<file path="config.mk">
export PLATFORM = sky130hd
export DESIGN_NAME = picomem_mux_1_n
export DESIGN_NICKNAME = d
export VERILOG_FILES = /design/src/rtl/picomem_mux_1_n.sv
export SDC_FILE = /design/constraint.sdc
export NUM_CORES = 1
export LEC_CHECK = 0
export ABC_AREA = 1
export BUFFER_PORTS_ARGS = -buffer_cell sky130_fd_sc_hd__clkbuf_2
export CORE_MARGIN = 10
export CORE_UTILIZATION = 37
export CTS_CLUSTER_DIAMETER = 200
export DETAILED_ROUTE_END_ITERATION = 16
export HOLD_SLACK_MARGIN = 0.12
export PLACE_DENSITY = 0.78
export SYNTH_ARGS = -nofsm -noshare
export SYNTH_HDL_FRONTEND = slang
export SYNTH_SLANG_ARGS = --single-unit
</file>
<file path="constraint.sdc">
create_clock -name clk -period 1.5 [get_ports clk]
set_input_delay 0.3 -clock clk [delete_from_list [all_inputs] [get_ports clk]]
set_output_delay 0.3 -clock clk [all_outputs]
set_load 0.05 [all_outputs]
</file>
<file path="src/rtl/picomem_mux_1_n.sv">
// 1-to-NUM_S PicoMem interconnect: registered decode, unmapped/timeout error responses, saturating error count.
// Latency N+2 (REG_RESP=1) or N+1 (REG_RESP=0) for slave latency N; 2 cycles for unmapped; master stalls until m_ready.
module picomem_mux_1_n #(
    parameter int                   NUM_S          = 4,
    parameter logic [NUM_S*32-1:0]  ADDR_BASE      = {32'hC000_0000, 32'h8000_0000, 32'h4000_0000, 32'h0000_0000},
    parameter logic [NUM_S*32-1:0]  ADDR_MASK      = {4{32'hC000_0000}},
    parameter int                   TIMEOUT_CYCLES = 255,
    parameter logic [31:0]          ERR_RDATA      = 32'hDEAD_BEEF,
    parameter bit                   REG_RESP       = 1'b1
) (
    input  logic                clk,
    input  logic                reset,
    input  logic                m_valid,
    output logic                m_ready,
    input  logic [31:0]         m_addr,
    input  logic [31:0]         m_wdata,
    input  logic [3:0]          m_wstrb,
    output logic [31:0]         m_rdata,
    output logic [NUM_S-1:0]    s_valid,
    input  logic [NUM_S-1:0]    s_ready,
    output logic [31:0]         s_addr,
    output logic [31:0]         s_wdata,
    output logic [3:0]          s_wstrb,
    input  logic [NUM_S*32-1:0] s_rdata,
    output logic                err_unmapped,
    output logic                err_timeout,
    output logic [15:0]         err_count
);
    localparam int SEL_W = (NUM_S > 1) ? $clog2(NUM_S) : 1;
    localparam int CNT_W = $clog2(TIMEOUT_CYCLES + 2);
    localparam logic [CNT_W-1:0] TO_LAST = CNT_W'((TIMEOUT_CYCLES > 0) ? TIMEOUT_CYCLES - 1 : 0);

    typedef enum logic [1:0] {ST_IDLE, ST_ACTIVE, ST_RESP, ST_ERR} state_t;

    state_t             state_q, state_d;
    logic [SEL_W-1:0]   sel_q, sel_d;
    logic [CNT_W-1:0]   cnt_q, cnt_d;
    logic [31:0]        rdata_q, rdata_d;
    logic               to_err_q, to_err_d;
    logic [15:0]        err_cnt_q, err_cnt_d;

    logic               dec_hit;
    logic [SEL_W-1:0]   dec_idx;
    logic [31:0]        sel_rdata;
    logic               sel_ready;
    logic               timeout_hit;

    assign s_addr    = m_addr;
    assign s_wdata   = m_wdata;
    assign s_wstrb   = m_wstrb;
    assign err_count = err_cnt_q;

    // Scan from the top down so the lowest matching slot is the last to assign.
    always_comb begin
        dec_hit = 1'b0;
        dec_idx = '0;
        for (int i = NUM_S - 1; i >= 0; i--) begin
            if ((m_addr & ADDR_MASK[i*32 +: 32]) == (ADDR_BASE[i*32 +: 32] & ADDR_MASK[i*32 +: 32])) begin
                dec_hit = 1'b1;
                dec_idx = SEL_W'(i);
            end
        end
    end

    always_comb begin
        sel_rdata = '0;
        sel_ready = 1'b0;
        for (int i = 0; i < NUM_S; i++) begin
            if (SEL_W'(i) == sel_q) begin
                sel_rdata = s_rdata[i*32 +: 32];
                sel_ready = s_ready[i];
            end
        end
    end

    assign timeout_hit = (TIMEOUT_CYCLES != 0) && (cnt_q == TO_LAST);

    always_ff @(posedge clk) begin
        if (reset) begin
            state_q   <= ST_IDLE;
            sel_q     <= '0;
            cnt_q     <= '0;
            rdata_q   <= '0;
            to_err_q  <= 1'b0;
            err_cnt_q <= '0;
        end else begin
            state_q   <= state_d;
            sel_q     <= sel_d;
            cnt_q     <= cnt_d;
            rdata_q   <= rdata_d;
            to_err_q  <= to_err_d;
            err_cnt_q <= err_cnt_d;
        end
    end

    always_comb begin
        state_d   = state_q;
        sel_d     = sel_q;
        cnt_d     = cnt_q;
        rdata_d   = rdata_q;
        to_err_d  = to_err_q;
        err_cnt_d = err_cnt_q;
        case (state_q)
            ST_IDLE: begin
                if (m_valid) begin
                    cnt_d = '0;
                    if (dec_hit) begin
                        state_d = ST_ACTIVE;
                        sel_d   = dec_idx;
                    end else begin
                        state_d  = ST_ERR;
                        to_err_d = 1'b0;
                        rdata_d  = ERR_RDATA;
                    end
                end
            end
            ST_ACTIVE: begin
                cnt_d = cnt_q + 1'b1;
                // Abort beats ready, and ready beats a coincident timeout.
                if (!m_valid) begin
                    state_d = ST_IDLE;
                end else if (sel_ready) begin
                    rdata_d = sel_rdata;
                    state_d = REG_RESP ? ST_RESP : ST_IDLE;
                end else if (timeout_hit) begin
                    state_d  = ST_ERR;
                    to_err_d = 1'b1;
                    rdata_d  = ERR_RDATA;
                end
            end
            ST_RESP: state_d = ST_IDLE;
            ST_ERR: begin
                state_d = ST_IDLE;
                if (err_cnt_q != 16'hFFFF) begin
                    err_cnt_d = err_cnt_q + 16'd1;
                end
            end
            default: state_d = ST_IDLE;
        endcase
    end

    always_comb begin
        s_valid      = '0;
        m_ready      = 1'b0;
        m_rdata      = rdata_q;
        err_unmapped = 1'b0;
        err_timeout  = 1'b0;
        case (state_q)
            ST_ACTIVE: begin
                for (int i = 0; i < NUM_S; i++) begin
                    s_valid[i] = m_valid && (SEL_W'(i) == sel_q);
                end
                if (!REG_RESP && m_valid && sel_ready) begin
                    m_ready = 1'b1;
                    m_rdata = sel_rdata;
                end
            end
            ST_RESP: m_ready = 1'b1;
            ST_ERR: begin
                m_ready      = 1'b1;
                err_unmapped = !to_err_q;
                err_timeout  = to_err_q;
            end
            default: ;
        endcase
    end
endmodule

</file>
==> flow_summary.json, run 1 <==
{
  "avgViaCountPerCell": 4.799,
  "grt_overflow": 0,
  "worstPathCellList": "inv_2 -> nor2_4 -> inv_2 -> nor2_4 -> inv_4 -> nor3_4 -> buf_12",
  "coreArea_mm2": 0.01147,
  "num_vias": 4823,
  "htreeDepth": 3,
  "comb_power_share_pct": 25.2,
  "nets": 1063,
  "ctsHoldBuffers": 0,
  "final_cell_mix": "238 x nand2_1, 187 x clkbuf_2, 47 x inv_1, 47 x nor2_1, 43 x dfxtp_1",
  "internal_power_uw": 3729,
  "power_switching_uw": 1589,
  "cp-end-kind": "output port",
  "violations": "setup timing",
  "fin_ws_ps": -168.9,
  "cts_root_buf": "clkbuf_16",
  "path_max_fanout": 4,
  "holdCritPathClass": "primary input to register",
  "finalSetupViolations": 4,
  "synth-edff-count": 0,
  "preCtsSetupSlack_ps": 25.25,
  "drive_above_1_share_pct": 43.39,
  "place_congestion": 0.8669,
  "grt_max_degree": 29,
  "swShare_pct": 29.89,
  "ys_ff_latch": 62,
  "drt-total-wl_mm": 16.15,
  "max_cap_violations": 0,
  "outcome": "finished with violations",
  "area_growth_pct": 43.28,
  "synth_area_per_cell_um2": 6.240,
  "power.leakage_uw": 0.002995,
  "die_x_um": 128.3,
  "arrival_ps": 1370,
  "syn-cell-area_mm2": 0.004337,
  "clock-sinks": 62,
  "ant_nets": 0,
  "cp.required_ps": 1200,
  "cp.buffers_inverters": 4,
  "clk_pin_slew_worst_paths_ps": 60,
  "skew_ps": 9.957,
  "final_common_cell": "nand2_1",
  "fin_tns_setup_ps": -522.2,
  "place_inst": 971,
  "synth_fp_nets": 901,
  "cp_top_family": "simple AND/OR/NAND/NOR gates",
  "ys_seq_area_share_pct": 28.62,
  "dp.final_hpwl_mm": 11.87,
  "top_level_ports": 326,
  "ys.flop_type": "dfxtp_1",
  "slew_viol_final": 0,
  "rsz0062_at_grt": "true",
  "finalCritPeriodShare_pct": 111.3,
  "fp-row-count": 39,
  "clockBufferDepth": 2,
  "clock_latency_ps": 320,
  "antenna_found_initial": 0,
  "first_global_vias": 4703,
  "antennaDiodeCount": 0,
  "finalPower_uw": 5318,
  "relSlewSlack_pct": 77.61,
  "cts_made_buffers": 9,
  "die_h_um": 128.3,
  "critPathMaxStageDelay_ps": 340,
  "start_kind": "register",
  "max_freq_ghz": 0.5992,
  "drt_iter0_markers": 249,
  "final-hold-violation-count": 0,
  "clockPowerShare_pct": 42.3,
  "drt_first_pass_iters": 4,
  "async_flop_share_pct": 0,
  "gr-usage-all-layers_pct": 17.21,
  "crit_type": "register to output port",
  "yosys_warnings": 0,
  "period_needed_ps": 1669,
  "p_per_area_mw_per_mm2": 855.9,
  "synth_cells": 695,
  "grt_pass1_wl_mm": 23.30,
  "initial_core_util_pct": 37.82,
  "die-area_mm2": 0.01645,
  "cts_tree": "built",
  "cpMaxStageDelayCell": "dfxtp_2",
  "io_buffers": 193,
  "instances_no_fill": 1005,
  "p_seq_share_pct": 32.5,
  "irDropWorstVdd_uv": 631.1,
  "netlist-cell-type-count": 33,
  "drc": 0,
  "final_util_pct": 54.18,
  "wl_per_cell_um": 16.07,
  "worstMarginPinSlew_ps": 337.3
}
==> final cells by class <==
cell class	instances	area (um2)
Tap cell	143	178.9
Inverter	58	231.5
Clock buffer	12	277.8
Timing Repair Buffer	245	1668
Fill cell	1116	5254
Multi-Input combinational cell	481	2526
Clock inverter	4	51.30
Sequential cell	62	1280
==> metrics by stage <==
step / hold slack (ps) / area, um2
5_1_grt: 311.9 / 6213
3_3_place_gp: 440.8 / 5271
2_1_floorplan: 444.2 / 4412
3_5_place_dp: 445.8 / 5271
4_1_cts: 296.8 / 5649
6_report: 301.9 / 6213
==> power groups by stage <==
stage | clock network, uW | registers [uW] | logic, uW
floorplan | 0 | 1880 | 968
global placement | 0 | 1750 | 1060
detailed placement | 0 | 1760 | 1070
CTS | 2300 | 1720 | 1090
global route | 2380 | 1740 | 1460
finish | 2250 | 1730 | 1340
==> registers in the layout, indices dropped and copies added (netlist names) <==
register and cells:
m_rdata 32, err_count 16, cnt_q 9, sel_q 2, state_q 2, to_err_q 1
==> layer usage <==
layer | track usage (%) | vias up | share of wire [%]
met3 | 8.809 | 41 | 11
met5 | 0 | - | 0
met2 | 27.88 | 218 | 45
met4 | 6.358 | 0 | 2.9
li1 | - | 2432 | -
met1 | 18.82 | 2132 | 41
==> cells by family after synthesis <==
group | Yosys count | synth area share (%)
compound gates | 68 | 9.089
xor+xnor | 9 | 1.818
fa+ha+maj | 3 | 0.8656
buf+inv | 152 | 20.25
flops | 62 | 28.62
simple gates | 401 | 39.35
==> synth_stat cells, drive strengths merged, types with 6 or more instances <==
library cell	count	area share, %
nand3	21	2.7
a21oi	40	5.6
dfxtp	62	29
nor2	80	8.3
nand2	267	24
buf	83	14
xnor2	6	1.2
o21ai	23	2.7
nand4	27	3.9
inv	57	4.9
clkbuf	11	0.95
==> path summary, 6_finish.rpt <==
kind | startpoint | slack [ps] | end | cells past startpoint
setup / recovery | state_q[0]$_SDFFE_PP0P_ | -170 | s_valid[2] | 7
hold / removal | s_rdata[127] | 300 | m_rdata[31]$_SDFFE_PP0P_ | 5
hold reg to reg | err_count[14]$_SDFFE_PP0P_ | 450 | err_count[14]$_SDFFE_PP0P_ | 2
setup reg to reg | sel_q[0]$_SDFFE_PP0P_ | 10 | m_rdata[0]$_SDFFE_PP0P_ | 10
==> worst register-to-register path, stage by stage (launching register included) <==
cell	delay, ps
dfxtp_2	350
buf_8	150
nor2_8	50
nand2_4	70
nand3_4	70
buf_6	120
nand2_4	60
nand3_4	160
clkbuf_16	230
nor2_4	70
nor2_1	50
==> timing repair <==
item                                    in CTS  in global routing
gates resized for setup                      7                 95
endpoints found under the setup margin       6                 42
buffers inserted                             3                  9
pin swaps                                    2                 18
cloned                                       0                  8
(Power assumes the default switching activity.)
==> run 2, diff against run 1 <==
--- a/config.mk
+++ b/config.mk
@@ -7,12 +7,13 @@
 export LEC_CHECK = 0
 export ABC_AREA = 1
 export BUFFER_PORTS_ARGS = -buffer_cell sky130_fd_sc_hd__clkbuf_2
-export CORE_MARGIN = 10
-export CORE_UTILIZATION = 37
+export CORE_AREA = 10 10 117 119
+export CTS_BUF_LIST = sky130_fd_sc_hd__clkbuf_4 sky130_fd_sc_hd__clkbuf_8 sky130_fd_sc_hd__clkbuf_16
 export CTS_CLUSTER_DIAMETER = 200
 export DETAILED_ROUTE_END_ITERATION = 16
+export DIE_AREA = 0 0 127 129
 export HOLD_SLACK_MARGIN = 0.12
-export PLACE_DENSITY = 0.78
+export PLACE_DENSITY = 0.77
 export SYNTH_ARGS = -nofsm -noshare
 export SYNTH_HDL_FRONTEND = slang
 export SYNTH_SLANG_ARGS = --single-unit
==> constraint.sdc (replaced) <==
create_clock -name clk -period 1.55 [get_ports clk]
set_input_delay 0.31 -clock clk [delete_from_list [all_inputs] [get_ports clk]]
set_output_delay 0.31 -clock clk [all_outputs]
set_load 0.05 [all_outputs]
==> run 2 against run 1 <==
Against the previous run: the flow still finishes with violations (setup timing); cell count decreased by 0.60%; setup slack improved by 66 ps; largest cell class unchanged; sequential power shrank 3%; first-iteration DRC count increased by 14%; total power shrank 9.5%; combinational power fell by 12%; clock power decreased by 12%; clock-buffer cell count is 3 lower; critical path depth down 1; clock skew rose by 0.66 ps.
==> flow_summary.json, run 2 (synthesis results as in run 1) <==
{
  "place_inst": 968,
  "clk_pin_slew_worst_paths_ps": 50,
  "drive_above_1_share_pct": 40.30,
  "final-hold-violation-count": 0,
  "clock_latency_ps": 320,
  "cts_root_buf": "clkbuf_16",
  "die-area_mm2": 0.01638,
  "wl_per_cell_um": 15.95,
  "cts_tree": "built",
  "min_path_cells": 5,
  "final_util_pct": 52.25,
  "nets": 1057,
  "fin_tns_setup_ps": -343.6,
  "cp.required_ps": 1240,
  "grt_max_degree": 27,
  "reg2reg_slack_ps": 40,
  "relSlewSlack_pct": 79.03,
  "grt_pass1_wl_mm": 23.13,
  "outcome": "finished with violations",
  "max_freq_ghz": 0.6049,
  "antenna_found_initial": 0,
  "initial_core_util_pct": 38.31,
  "irDropWorstVdd_uv": 571.4,
  "slew_viol_final": 0,
  "grt_busiest_layer": "met2",
  "first_global_vias": 4609,
  "holdCritPathClass": "primary input to register",
  "clockBufferDepth": 2,
  "arrival_ps": 1340,
  "start_kind": "register",
  "finalSetupViolations": 4,
  "skew_ps": 10.62,
  "drt-total-wl_mm": 15.94,
  "gr-usage-all-layers_pct": 17.33,
  "instances_no_fill": 999,
  "fp-row-count": 39,
  "num_vias": 4807,
  "period_needed_ps": 1653,
  "antennaDiodeCount": 0,
  "max_cap_violations": 0,
  "fin_ws_ps": -103.2,
  "finalCritPeriodShare_pct": 106.7,
  "ctsHoldBuffers": 0,
  "dp.final_hpwl_mm": 12.24,
  "place_congestion": 0.8618,
  "drt_first_pass_iters": 5,
  "p_per_area_mw_per_mm2": 813.4,
  "grt_overflow": 0,
  "use_met2_pct": 29.13,
  "grt_use_met3_pct": 9.733,
  "final_cell_mix": "252 x nand2_1, 187 x clkbuf_2, 54 x nor2_1, 47 x inv_1, 44 x dfxtp_1",
  "htreeDepth": 3,
  "coreArea_mm2": 0.01132,
  "io_buffers": 193,
  "drc": 0,
  "area_growth_pct": 36.41,
  "avgViaCountPerCell": 4.812,
  "die_x_um": 127,
  "worstRegToRegCells": 9,
  "drt_iter0_markers": 283,
  "worstMarginPinSlew_ps": 315.9,
  "n_fill_cell": 1116,
  "use_met1_pct": 17.73,
  "top_level_ports": 326,
  "die_h_um": 129,
  "path_max_fanout": 4,
  "violations": "setup timing",
  "crit_type": "register to output port",
  "power.leakage_uw": 0.002921,
  "ant_nets": 0,
  "final_common_cell": "nand2_1",
  "rsz0062_at_grt": "true",
  "cp-end-kind": "output port",
  "clock-sinks": 62,
  "cts_made_buffers": 9,
  "largest_reg_flops": 32
}
-- run 2: routing by layer --
| metal | part of all wire, % | up-vias |
|---|---|---|
| met5 | 0.36 | - |
| met4 | 2.1 | 2 |
| li1 | - | 2426 |
| met3 | 12 | 34 |
| met1 | 39 | 2135 |
| met2 | 47 | 210 |
-- run 2: where the power goes --
group          internal [uW]  switching, uW
registers               1640           30.3
logic                    472            705
clock network           1230            735
-- run 2: final cells by class --
cell class	instances	area (um2)	area share [%]
multi-input combinational	482	2401	40.59
timing repair buffer	238	1540	26.04
sequential	62	1276	21.57
inverter	58	229.0	3.871
clock buffer	9	225.2	3.807
tap	143	178.9	3.025
clock inverter	7	65.06	1.100
-- run 2: path summary, 6_finish.rpt --
| path | to | startpoint |
|---|---|---|
| worst min-delay path | m_rdata[6]$_SDFFE_PP0P_ | s_rdata[102] |
| worst min register to register | m_rdata[2]$_SDFFE_PP0P_ | m_rdata[2]$_SDFFE_PP0P_ |
| worst max-delay path | s_valid[2] | state_q[1]$_SDFFE_PP0P_ |
| worst max register to register | m_rdata[28]$_SDFFE_PP0P_ | sel_q[1]$_SDFFE_PP0P_ |
-- run 2: per-stage QoR --
stage	area, um2	setup WS [ps]	hold slack, ps	total power [uW]
floorplan	4394	-110.4	444.2	2769
global placement	5221	95.83	450.6	2722
detailed placement	5221	68.00	453.9	2731
CTS	5577	-127.3	293.8	4746
global route	5916	-173.9	323.3	5037
finish	5916	-103.2	301.1	4812
-- run 2: timing repair --
action | 4_1_cts | 5_1_grt
gates resized for setup | 11 | 54
buffers inserted | 4 | 4
pin swaps | 5 | 10
endpoints found under the setup margin | 6 | 40
gates cloned | 0 | 7
-- run 2: critical path, stage by stage (launching register included) --
cell and delay (ps):
dfxtp_2 340, nor2_4 120, inv_2 60, nor2_4 110
inv_4 80, nor3_4 160, buf_12 160
==> run 3, diff against run 2 <==
==> config.mk (replaced) <==
export PLATFORM = sky130hd
export DESIGN_NAME = picomem_mux_1_n
export DESIGN_NICKNAME = d
export VERILOG_FILES = /design/src/rtl/picomem_mux_1_n.sv
export SDC_FILE = /design/constraint.sdc
export NUM_CORES = 1
export LEC_CHECK = 0
export BUFFER_PORTS_ARGS = -buffer_cell sky130_fd_sc_hd__clkbuf_2
export CORE_AREA = 10 10 118 120
export CTS_BUF_LIST = sky130_fd_sc_hd__clkbuf_4 sky130_fd_sc_hd__clkbuf_8 sky130_fd_sc_hd__clkbuf_16
export CTS_CLUSTER_DIAMETER = 200
export DETAILED_ROUTE_END_ITERATION = 16
export DIE_AREA = 0 0 128 130
export HOLD_SLACK_MARGIN = 0.12
export PLACE_DENSITY = 0.72
export SYNTH_ARGS = -nofsm -noshare
export SYNTH_HDL_FRONTEND = slang
export SYNTH_SLANG_ARGS = --single-unit
==> run 3 against run 2 <==
Against the previous run: the flow still finishes with violations (setup timing); total power down 6.6%; die area up 1.6%; fmax down 5.1%.
==> flow_summary.json, run 3 <==
{
  "outcome": "finished with violations",
  "violations": "setup timing",
  "synth-edff-count": 0,
  "period_needed_ps": 1743,
  "cts_made_buffers": 9,
  "holdCritPathClass": "primary input to register",
  "final_common_cell": "clkbuf_2",
  "cp-end-kind": "register",
  "p_per_area_mw_per_mm2": 764.5,
  "synth_area_leaders": "dfxtp_1 32%, mux4_2 19%, buf_4 13%",
  "power.leakage_uw": 0.002491,
  "area_growth_pct": 49.54,
  "ys_seq_area_share_pct": 31.58,
  "cp.required_ps": 1810,
  "ctsHoldBuffers": 0,
  "synthAdderAreaFrac_pct": 0.9551,
  "crit_type": "register to register",
  "syn-cell-area_mm2": 0.003930,
  "max_freq_ghz": 0.5738,
  "min_from": "m_addr[31]",
  "rsz0062_at_grt": "true",
  "instances_no_fill": 710,
  "min_path_cells": 3,
  "drc": 0,
  "synthSimpleGateAreaFrac_pct": 13.82,
  "ys.flop_type": "dfxtp_1",
  "die_x_um": 128,
  "async_flop_share_pct": 0,
  "die-area_mm2": 0.01664,
  "skew_ps": 5.185,
  "preCtsSetupSlack_ps": -139.1,
  "clock_latency_ps": 320,
  "drt_iter0_markers": 172,
  "netlist-cell-type-count": 49,
  "clock-sinks": 62,
  "finalPower_uw": 4493,
  "clk_pin_slew_worst_paths_ps": 60,
  "cts_tree": "built",
  "synth_area_per_cell_um2": 10.16,
  "place_inst": 683,
  "htreeDepth": 3,
  "finalCritPeriodShare_pct": 112.4,
  "grt_pass1_wl_mm": 22.79,
  "r2r_end": "err_count[9]$_SDFFE_PP0P_",
  "first_global_vias": 4207,
  "drt-total-wl_mm": 15.55,
  "worstMarginPinSlew_ps": 367.7,
  "synth_top_area_share_pct": 31.58,
  "finalSetupViolations": 42,
  "synth_compound_area_share_pct": 16.40,
  "critPathMaxStageDelay_ps": 500,
  "avgViaCountPerCell": 5.465,
  "start_kind": "register",
  "reg2reg_slack_ps": -190,
  "num_vias": 3880,
  "die_h_um": 130,
  "top_level_ports": 326,
  "place_congestion": 0.8941,
  "synth_top_family_by_area": "multiplexers",
  "cts_root_buf": "clkbuf_16",
  "drive_above_1_share_pct": 72.82,
  "fin_tns_setup_ps": -4960,
  "drt_first_pass_iters": 4,
  "cpMaxStageDelayCell": "or4_4",
  "dp.final_hpwl_mm": 12.29,
  "r2r-start": "state_q[1]$_SDFFE_PP0P_",
  "fin_hold_ws_ps": 247.5,
  "synth_xor_area_share_pct": 0,
  "grt_overflow": 0,
  "initial_core_util_pct": 33.56,
  "ant_nets": 0,
  "wl_per_cell_um": 21.91,
  "coreArea_mm2": 0.01171,
  "largest_reg_flops": 32,
  "clockBufferDepth": 2,
  "ys_ff_latch": 62,
  "max_cap_violations": 0,
  "relSlewSlack_pct": 75.40,
  "fp-row-count": 40,
  "grt_max_degree": 38,
  "yosysMostFrequentCell": "buf_4",
  "synth_fp_nets": 593,
  "synth_cells": 387,
  "worstPathCellList": "buf_4 -> buf_6 -> nand2_2 -> or3_4 -> or4_4 -> a21oi_2",
  "io_buffers": 193,
  "antennaDiodeCount": 0,
  "final_cell_mix": "187 x clkbuf_2, 45 x buf_4, 35 x dfxtp_1, 33 x mux4_2",
  "netlist_top_cells_count": "68 x buf_4, 62 x dfxtp_1, 33 x mux4_2",
  "path_max_fanout": 7,
  "slew_viol_final": 0,
  "final-hold-violation-count": 0,
  "muxShareOfSynthArea_pct": 20.25,
  "holdPathEnd": "sel_q[1]$_SDFFE_PP0P_",
  "fin_ws_ps": -192.8,
  "antenna_found_initial": 0,
  "irDropWorstVdd_uv": 490.7,
  "yosys_warnings": 0,
  "yosys.area.top_type": "dfxtp_1",
  "arrival_ps": 2000,
  "worstRegToRegCells": 6,
  "nets": 764,
  "gr-usage-all-layers_pct": 17.30
}
run 3: cell types whose count changed in the layout (fill, tap and decap cells not counted), sizes merged, moves of 19 or more:
cell | previous run | this run
nand4 | 27 | 6
nand2 | 268 | 23
o221a | 0 | 24
a21oi | 40 | 21
mux4 | 0 | 33
buf | 45 | 68
nor2 | 80 | 24
inv | 56 | 6
run 3: worst max-delay path by stage:
stage / startpoint / end / slack, ps / depth (start not counted)
2_1_floorplan: state_q[0]$_SDFFE_PP0P_ / s_valid[0] / -210 / 4
3_3_place_gp: s_ready[3] / m_rdata[12]$_SDFFE_PP0P_ / -90 / 6
3_5_place_dp: sel_q[0]$_SDFFE_PP0P_ / m_rdata[7]$_SDFFE_PP0P_ / -140 / 5
4_1_cts: state_q[1]$_SDFFE_PP0P_ / s_valid[1] / -210 / 5
5_1_grt: state_q[1]$_SDFFE_PP0P_ / s_valid[2] / -240 / 5
6_report: state_q[1]$_SDFFE_PP0P_ / err_count[9]$_SDFFE_PP0P_ / -190 / 6
run 3: logic make-up (layout without fill, tap and decap cells):
logic type / Yosys count / in the layout
muxes: 38 / 38
adders and majority gates: 3 / 3
DFF: 62 / 62
and+or+nand+nor: 100 / 100
AOI/OAI and AO/OA: 82 / 82
buffers and inverters: 102 / 278
run 3: metal layers:
layer	wire [um]	up-vias	global-route usage, %
li1	-	1754	-
met1	5431	1875	17.84
met2	8039	217	29.43
met3	1642	34	8.114
met4	440	0	7.815
met5	0	-	0
run 3: cell type report:
cell class | instances | area, um2
clock buffer | 13 | 272.8
multi-input combinational | 223 | 2409
timing repair buffer | 256 | 1652
tap | 147 | 183.9
clock inverter | 3 | 17.52
sequential | 62 | 1320
inverter | 6 | 22.52
fill | 1061 | 5834
run 3: through the flow:
stage          utilization (%)  cell area, um2
6_report                 50.18            5877
5_1_grt                  50.18            5877
4_1_cts                  48.09            5632
3_5_place_dp             43.95            5147
3_3_place_gp             43.95            5147
2_1_floorplan                -            4149
run 3: what timing repair did:
item,4_1_cts,5_1_grt
setup buffers,6,5
endpoints found under the hold margin,0,0
resized for setup,42,48
pin swaps,12,16
endpoints found under the setup margin,44,59
gates cloned,0,1
run 3: worst max-delay path: cells and delay by family, from the launching register on:
kind | cells | cell delay (ps)
and+or+nand+nor | 3 | 1010
buffers and inverters | 2 | 190
DFF | 1 | 340
AOI/OAI and AO/OA | 1 | 130
run 3: power by group:
part | total, uW | internal [uW] | switching [uW]
clock network | 1950 | 1230 | 725
logic | 902 | 442 | 460
registers | 1640 | 1610 | 31.1
